==> config.mk <==
export PLATFORM = sky130hd
export DESIGN_NAME = booth_divider_seq
export DESIGN_NICKNAME = d
export VERILOG_FILES = /design/src/rtl/booth_div_pkg.sv /design/src/rtl/booth_divider_seq_div_step.sv /design/src/rtl/booth_divider_seq.sv
export SDC_FILE = /design/constraint.sdc
export NUM_CORES = 1
export LEC_CHECK = 0
export CAP_MARGIN = 10
export CORE_MARGIN = 4
export CORE_UTILIZATION = 56
export CTS_BUF_LIST = sky130_fd_sc_hd__clkbuf_16
export DETAILED_ROUTE_END_ITERATION = 7
export GPL_TIMING_DRIVEN = 0
export PLACE_DENSITY_LB_ADDON = 0.12
export SYNTH_ARGS = -nofsm -noshare
export SYNTH_HDL_FRONTEND = slang
export SYNTH_HIERARCHICAL = 1
export SYNTH_SLANG_ARGS = --single-unit
==> constraint.sdc <==
create_clock -name clk -period 2.97 [get_ports clk]
set_input_delay 0.594 -clock clk [delete_from_list [all_inputs] [get_ports clk]]
set_output_delay 0.594 -clock clk [all_outputs]
set_load 0.03 [all_outputs]
==> src/rtl/booth_div_pkg.sv <==
// booth_div_pkg: shared state encoding, default width and magnitude helper for booth_divider_seq
package booth_div_pkg;
  localparam int W_DEF = 8;
  typedef enum logic [2:0] {IDLE, CHECK, DIVIDE, FIX, DONE} state_t;
  function automatic logic [63:0] cond_neg(input logic [63:0] x, input logic neg);
    return neg ? -x : x;
  endfunction
endpackage

==> src/rtl/booth_divider_seq_div_step.sv <==
// div_step: one restoring-division iteration on {pr, lo} (ports: pr_i/lo_i/dvs_i in; pr_o, lo_o = lo_i without its MSB, q_o out)
module div_step #(
  parameter int W = 8
) (
  input  logic [W-1:0] pr_i,
  input  logic [W-1:0] lo_i,
  input  logic [W-1:0] dvs_i,
  output logic [W-1:0] pr_o,
  output logic [W-2:0] lo_o,
  output logic         q_o
);
  logic [W:0] sh, trial;
  assign sh    = {pr_i, lo_i[W-1]};
  assign trial = sh - {1'b0, dvs_i};
  assign q_o   = ~trial[W];
  assign pr_o  = q_o ? trial[W-1:0] : sh[W-1:0];
  assign lo_o  = lo_i[W-2:0];
endmodule

==> src/rtl/booth_divider_seq.sv <==
// booth_divider_seq: signed 2W/W restoring divider, Start/Ready handshake (ports: clk, Reset_n, Start, Dividend, Divisor in; Quotient, Remainder, Ready, Busy, DivByZero, Overflow out)
module booth_divider_seq import booth_div_pkg::*; #(
  parameter int W = W_DEF
) (
  input  logic           clk,
  input  logic           Reset_n,
  input  logic           Start,
  input  logic [2*W-1:0] Dividend,
  input  logic [W-1:0]   Divisor,
  output logic [W-1:0]   Quotient,
  output logic [W-1:0]   Remainder,
  output logic           Ready,
  output logic           Busy,
  output logic           DivByZero,
  output logic           Overflow
);
  localparam int CW = (W > 1) ? $clog2(W) : 1;
  state_t         state_q, state_d;
  logic [CW-1:0]  cnt_q, cnt_d;
  logic           sdvd_q, sdvd_d, sdvs_q, sdvs_d;
  logic [W-1:0]   pr_q, pr_d, lo_q, lo_d, dvs_q, dvs_d, quo_q, quo_d, rem_q, rem_d;
  logic           ready_q, ready_d, dbz_q, dbz_d, ovf_q, ovf_d;
  logic [2*W-1:0] dvd_abs;
  logic [W-1:0]   dvs_abs, pr_nx;
  logic [W-2:0]   lo_nx;
  logic           q_bit, qneg, fix_ovf;
  assign dvd_abs = (2*W)'(cond_neg(64'(Dividend), Dividend[2*W-1]));
  assign dvs_abs = W'(cond_neg(64'(Divisor), Divisor[W-1]));
  assign qneg    = sdvd_q ^ sdvs_q;
  // Magnitude 2^(W-1) is only representable as a negative quotient
  assign fix_ovf = lo_q[W-1] & (~qneg | (|lo_q[W-2:0]));
  div_step #(.W(W)) u_step (
    .pr_i (pr_q),
    .lo_i (lo_q),
    .dvs_i(dvs_q),
    .pr_o (pr_nx),
    .lo_o (lo_nx),
    .q_o  (q_bit)
  );
  // The high half of |Dividend| is parked in pr_q at accept so CHECK can test it directly
  always_comb begin
    state_d = state_q;
    cnt_d   = cnt_q;
    sdvd_d  = sdvd_q;
    sdvs_d  = sdvs_q;
    pr_d    = pr_q;
    lo_d    = lo_q;
    dvs_d   = dvs_q;
    quo_d   = quo_q;
    rem_d   = rem_q;
    ready_d = ready_q;
    dbz_d   = dbz_q;
    ovf_d   = ovf_q;
    case (state_q)
      IDLE, DONE: if (Start) begin
        sdvd_d  = Dividend[2*W-1];
        sdvs_d  = Divisor[W-1];
        pr_d    = dvd_abs[2*W-1:W];
        lo_d    = dvd_abs[W-1:0];
        dvs_d   = dvs_abs;
        ready_d = 1'b0;
        dbz_d   = 1'b0;
        ovf_d   = 1'b0;
        state_d = CHECK;
      end
      CHECK: begin
        cnt_d = '0;
        if (dvs_q == '0 || pr_q >= dvs_q) begin
          dbz_d   = dvs_q == '0;
          ovf_d   = dvs_q != '0;
          quo_d   = '0;
          rem_d   = '0;
          ready_d = 1'b1;
          state_d = DONE;
        end else state_d = DIVIDE;
      end
      DIVIDE: begin
        pr_d    = pr_nx;
        lo_d    = {lo_nx, q_bit};
        cnt_d   = cnt_q + 1'b1;
        state_d = cnt_q == CW'(W-1) ? FIX : DIVIDE;
      end
      FIX: begin
        ovf_d   = fix_ovf;
        quo_d   = fix_ovf ? '0 : W'(cond_neg(64'(lo_q), qneg));
        rem_d   = fix_ovf ? '0 : W'(cond_neg(64'(pr_q), sdvd_q));
        ready_d = 1'b1;
        state_d = DONE;
      end
      default: state_d = IDLE;
    endcase
  end
  always_ff @(posedge clk or negedge Reset_n) begin
    if (!Reset_n) begin
      state_q <= IDLE;
      cnt_q   <= '0;
      sdvd_q  <= 1'b0;
      sdvs_q  <= 1'b0;
      pr_q    <= '0;
      lo_q    <= '0;
      dvs_q   <= '0;
      quo_q   <= '0;
      rem_q   <= '0;
      ready_q <= 1'b0;
      dbz_q   <= 1'b0;
      ovf_q   <= 1'b0;
    end else begin
      state_q <= state_d;
      cnt_q   <= cnt_d;
      sdvd_q  <= sdvd_d;
      sdvs_q  <= sdvs_d;
      pr_q    <= pr_d;
      lo_q    <= lo_d;
      dvs_q   <= dvs_d;
      quo_q   <= quo_d;
      rem_q   <= rem_d;
      ready_q <= ready_d;
      dbz_q   <= dbz_d;
      ovf_q   <= ovf_d;
    end
  end
  assign Quotient  = quo_q;
  assign Remainder = rem_q;
  assign Ready     = ready_q;
  assign DivByZero = dbz_q;
  assign Overflow  = ovf_q;
  assign Busy      = state_q inside {CHECK, DIVIDE, FIX};
endmodule

==> impl_metrics.csv <==
group,metric,value,unit
detailed_routing,wirelength,8.24,mm
pwr,power.density,1170,nW/µm²
floorplan,dieArea,7640,µm²
final_layout,stdcell_count,521,
setup_path,crit_type,"flop to flop",
final_layout,nFillCells,473,
sta,slew_headroom,48.5,%
yosys,synth_top_family_by_area,"compound AO/OA/AOI/OAI gates",
yosys,avgSynthCellArea,9.07,µm²
clocking,root_buffer,"clkbuf_16",
sta,fin_crit_sh,94.7,%
yosys,synth-compound-area-share,21.4,%
setup_path,rr_startpoint,"lo_q[7]",
final_layout,drive_above_1_share,8.52,%
yosys,synth_seq_cells,51,
floorplan,die_h,87.4,µm
clocking,numCtsBuffers,5,
yosys,synthAdderAreaFrac,8.37,%
detailed_routing,drt-pass1-iter-count,5,
grt,antenna_found_initial,0,
yosys,synthXorXnorAreaFrac,8.72,%
detailed_routing,drtIter0Drc,220,
yosys,synth_ff_type,"dfrtp_1",
yosys,synth_edf_count,0,
sta,finalCriticalPeriod,2.81,ns
final_layout,fin_area,4300,µm²
sta,drv_slew,0,
setup_path,cp_max_fo,4,
setup_path,slowest_delay,0.41,ns
sta,fmax,356,MHz
floorplan,initial_utilization,58.6,%
pwr,p_int,2.80,mW
grt,grt_first_pass_wirelength,13.8,mm
pwr,ir_drop,0.636,mV
setup_path,reg2reg_to,"pr_q[5]",
setup_path,path_delay_family,"compound AO/OA/AOI/OAI gates",
setup_path,startpoint_type,"flop",
sta,worst_slack,0.159,ns
final_layout,antenna_cells,0,
setup_path,cpMaxStageDelayCell,"dfrtp_2",
place,dp_hpwl,6.34,mm
setup_path,arrival,2.97,ns
pwr,p_comb_share,60.8,%
yosys,synth_cell_type_count,50,
setup_path,rrSetupSlack,0.16,ns
yosys,yosysWarnings,6,
place,placed_area,4090,µm²
floorplan,die_w,87.4,µm
clocking,tritoncts,"yes",
setup_path,worstPathCellList,"inv_1 -> ha_1 -> inv_1 -> fa_1 -> a21o_1 -> a21oi_4 -> o31ai_4 -> xor2_4 -> buf_4 -> mux2_2 -> a221oi_1 -> o21ai_1",
yosys,synthMuxAreaShare,4.71,%
clocking,cts_buffer_depth,2,
final_layout,multiInputGateArea,2060,µm²
pwr,p_sw,2.24,mW
pwr,leakage,1.91,nW
detailed_routing,wl_per_cell,15.8,µm
place,globalplace.congestion,0.876,
yosys,synthSimpleGateAreaFrac,14.7,%
grt,grt_max_degree,27,
clocking,cts_hold_buf,0,
floorplan,core_area,6030,µm²
setup_path,timing.critical_path.buf_inv,3,
clocking,numClockSinks,51,
setup_path,worstSetupEndpoint,"pr_q[5]",
run,max_cap_viol_count,0,
pwr,power,5.04,mW
yosys,yosysTopAreaCell,"dfrtp_1",
final_layout,num-nets-final,496,
pwr,seqPwrFrac,26.7,%
run_status,status,"completed",
setup_path,required,3.13,ns
detailed_routing,viasPerCell,5.85,
yosys,syn_area,3530,µm²
sta,setup_viol,0,
detailed_routing,ant_nets,0,
final_layout,syn_to_final_growth,21.8,%
sta,worstMarginPinSlew,0.767,ns
pwr,swShare,44.4,%
setup_path,startpoint,"lo_q[7]",
place,portBuffers,45,
grt,grtUsageTotal,22.9,%
grt,overflow,0,
clocking,path_clk_slew,0.06,ns
setup_path,reg2reg_depth,12,
setup_path,path_depth,12,
pwr,clkPwrFrac,12.5,%
detailed_routing,drc_errors,0,
yosys,async_flop_share,100,%
yosys,syn_inst,389,
setup_path,end_kind,"flop",
floorplan,io_pins,47,
sta,hold_violations,0,
yosys,synth_area_leaders,"dfrtp_1 36%, ha_1 7.8%, o21ai_0 5.2%",
clocking,clk_latency,0.29,ns
place,dp_slack,0.0147,ns
yosys,syn-num-nets,439,
yosys,netlist.area_leader.share,36.2,%
yosys,synth_seq_area_share,36.2,%
hold_path,hp-class,"input pin to async pin",
sta,skew,0.00357,ns
final_layout,seq_area,1280,µm²
grt,grt_pass1_vias,3001,
detailed_routing,vias,3046,
place,dp.cells,510,
floorplan,rows,28,
setup_path,crit_top_cell,"inv_1",
clocking,htree_levels,2,
==> how the worst min path moves through the flow <==
stage               slack, ns  cells after the start           end         from
finish                   0.31                      1  Remainder[5]      Reset_n
detailed placement       0.47                      1   Quotient[2]  Quotient[2]
CTS                      0.33                      1  Remainder[5]      Reset_n
global placement         0.46                      1   Quotient[6]  Quotient[6]
global route             0.36                      1  Remainder[5]      Reset_n
floorplan                0.30                      0     DivByZero      Reset_n
==> cell type report <==
type                    instances  area share [%]
multi-input cells             289            47.9
clock inverters                 2           0.786
repair buffers                 50            11.6
clock buffers                   5            2.91
well taps                      75            2.18
plain buffers                  18            2.18
inverters                      31            2.71
flip-flops and latches         51            29.7
==> timing repair <==
item / in CTS / in global routing
pin swaps: 0 / 0
endpoints found under the setup margin: 1 / 16
hold endpoints to repair: 0 / 0
gates resized for setup: 0 / 6
gates cloned: 0 / 0
setup buffers: 2 / 2
==> cell families (layout without fill, tap and decap cells) <==
group | Yosys count | in the layout
fa+ha+maj | 23 | 23
mux | 15 | 15
simple gates | 105 | 105
flops | 51 | 51
compound gates | 113 | 113
buf+inv | 49 | 106
xor+xnor | 33 | 33
==> flip-flops by register name (all words and copies together) (netlist names), 3 cells and up <==
| name | count |
|---|---|
| Quotient | 8 |
| Remainder | 8 |
| dvs_q | 8 |
| lo_q | 8 |
| pr_q | 8 |
| cnt_q | 3 |
| state_q | 3 |
==> power by group through the flow <==
stage          Sequential, mW  Combinational [mW]  Clock (mW)
4_1_cts                  1.35                2.94       0.627
2_1_floorplan            1.40                2.03           0
3_5_place_dp             1.36                2.85           0
3_3_place_gp             1.34                2.78           0
5_1_grt                  1.40                3.38       0.661
6_report                 1.35                3.06       0.628
==> synth_stat cells, types with 4 or more instances <==
| library cell | n |
|---|---|
| nand4b_1 | 4 |
| nor4_1 | 6 |
| nand2b_1 | 9 |
| nor2_1 | 21 |
| buf_4 | 7 |
| nor3_1 | 8 |
| a21oi_1 | 16 |
| a22oi_1 | 7 |
| xnor2_1 | 15 |
| a21o_1 | 5 |
| mux2i_1 | 5 |
| o31ai_1 | 5 |
| inv_1 | 30 |
| clkbuf_1 | 11 |
| a22o_1 | 16 |
| xor2_1 | 17 |
| o21ai_0 | 37 |
| mux2_2 | 8 |
| ha_1 | 22 |
| a31oi_1 | 5 |
| dfrtp_1 | 51 |
| nand2_1 | 39 |
==> worst reg2reg max path, cell delays in order (launching register included) <==
cell,delay [ns]
dfrtp_2,0.41
inv_1,0.08
ha_1,0.16
inv_1,0.05
fa_1,0.40
a21o_1,0.21
a21oi_4,0.21
o31ai_4,0.11
xor2_4,0.21
buf_4,0.15
mux2_2,0.33
a221oi_1,0.26
o21ai_1,0.10
==> metal layers <==
layer	global-route usage (%)	vias up	share of wire (%)
li1	-	1508	-
met2	37.8	99	46
met4	6.69	0	1.8
met3	3.69	14	6.3
met1	30.9	1425	46
met5	0	-	0
==> placed cells by master, fill, tap and decap left out, drive strengths merged, types with 2 or more instances in the layout <==
master,n
dfrtp,51
clkdlybuf4s50,44
nand2,39
o21ai,39
inv,31
ha,22
nor2,21
xor2,18
a21oi,17
a22o,16
clkbuf,16
xnor2,15
buf,13
mux2,10
nand2b,9
nor3,8
a22oi,7
nor4,6
o31ai,6
a31oi,5
a21o,5
mux2i,5
nand4b,4
or3,4
or4,3
nand3,3
and2,3
o41ai,3
o2bb2ai,3
or2,2
a221oi,2
a211oi,2
o22ai,2
==> stage by stage <==
stage	utilization, %	TNS (ns)	hold WS, ns
finish	71.3	0	0.309
global route	71.3	-0.000731	0.362
CTS	70.7	0	0.335
detailed placement	67.9	0	0.469
global placement	67.6	-6.78	0.463
floorplan	-	0	0.298
Power figures use the tool's default switching activity.
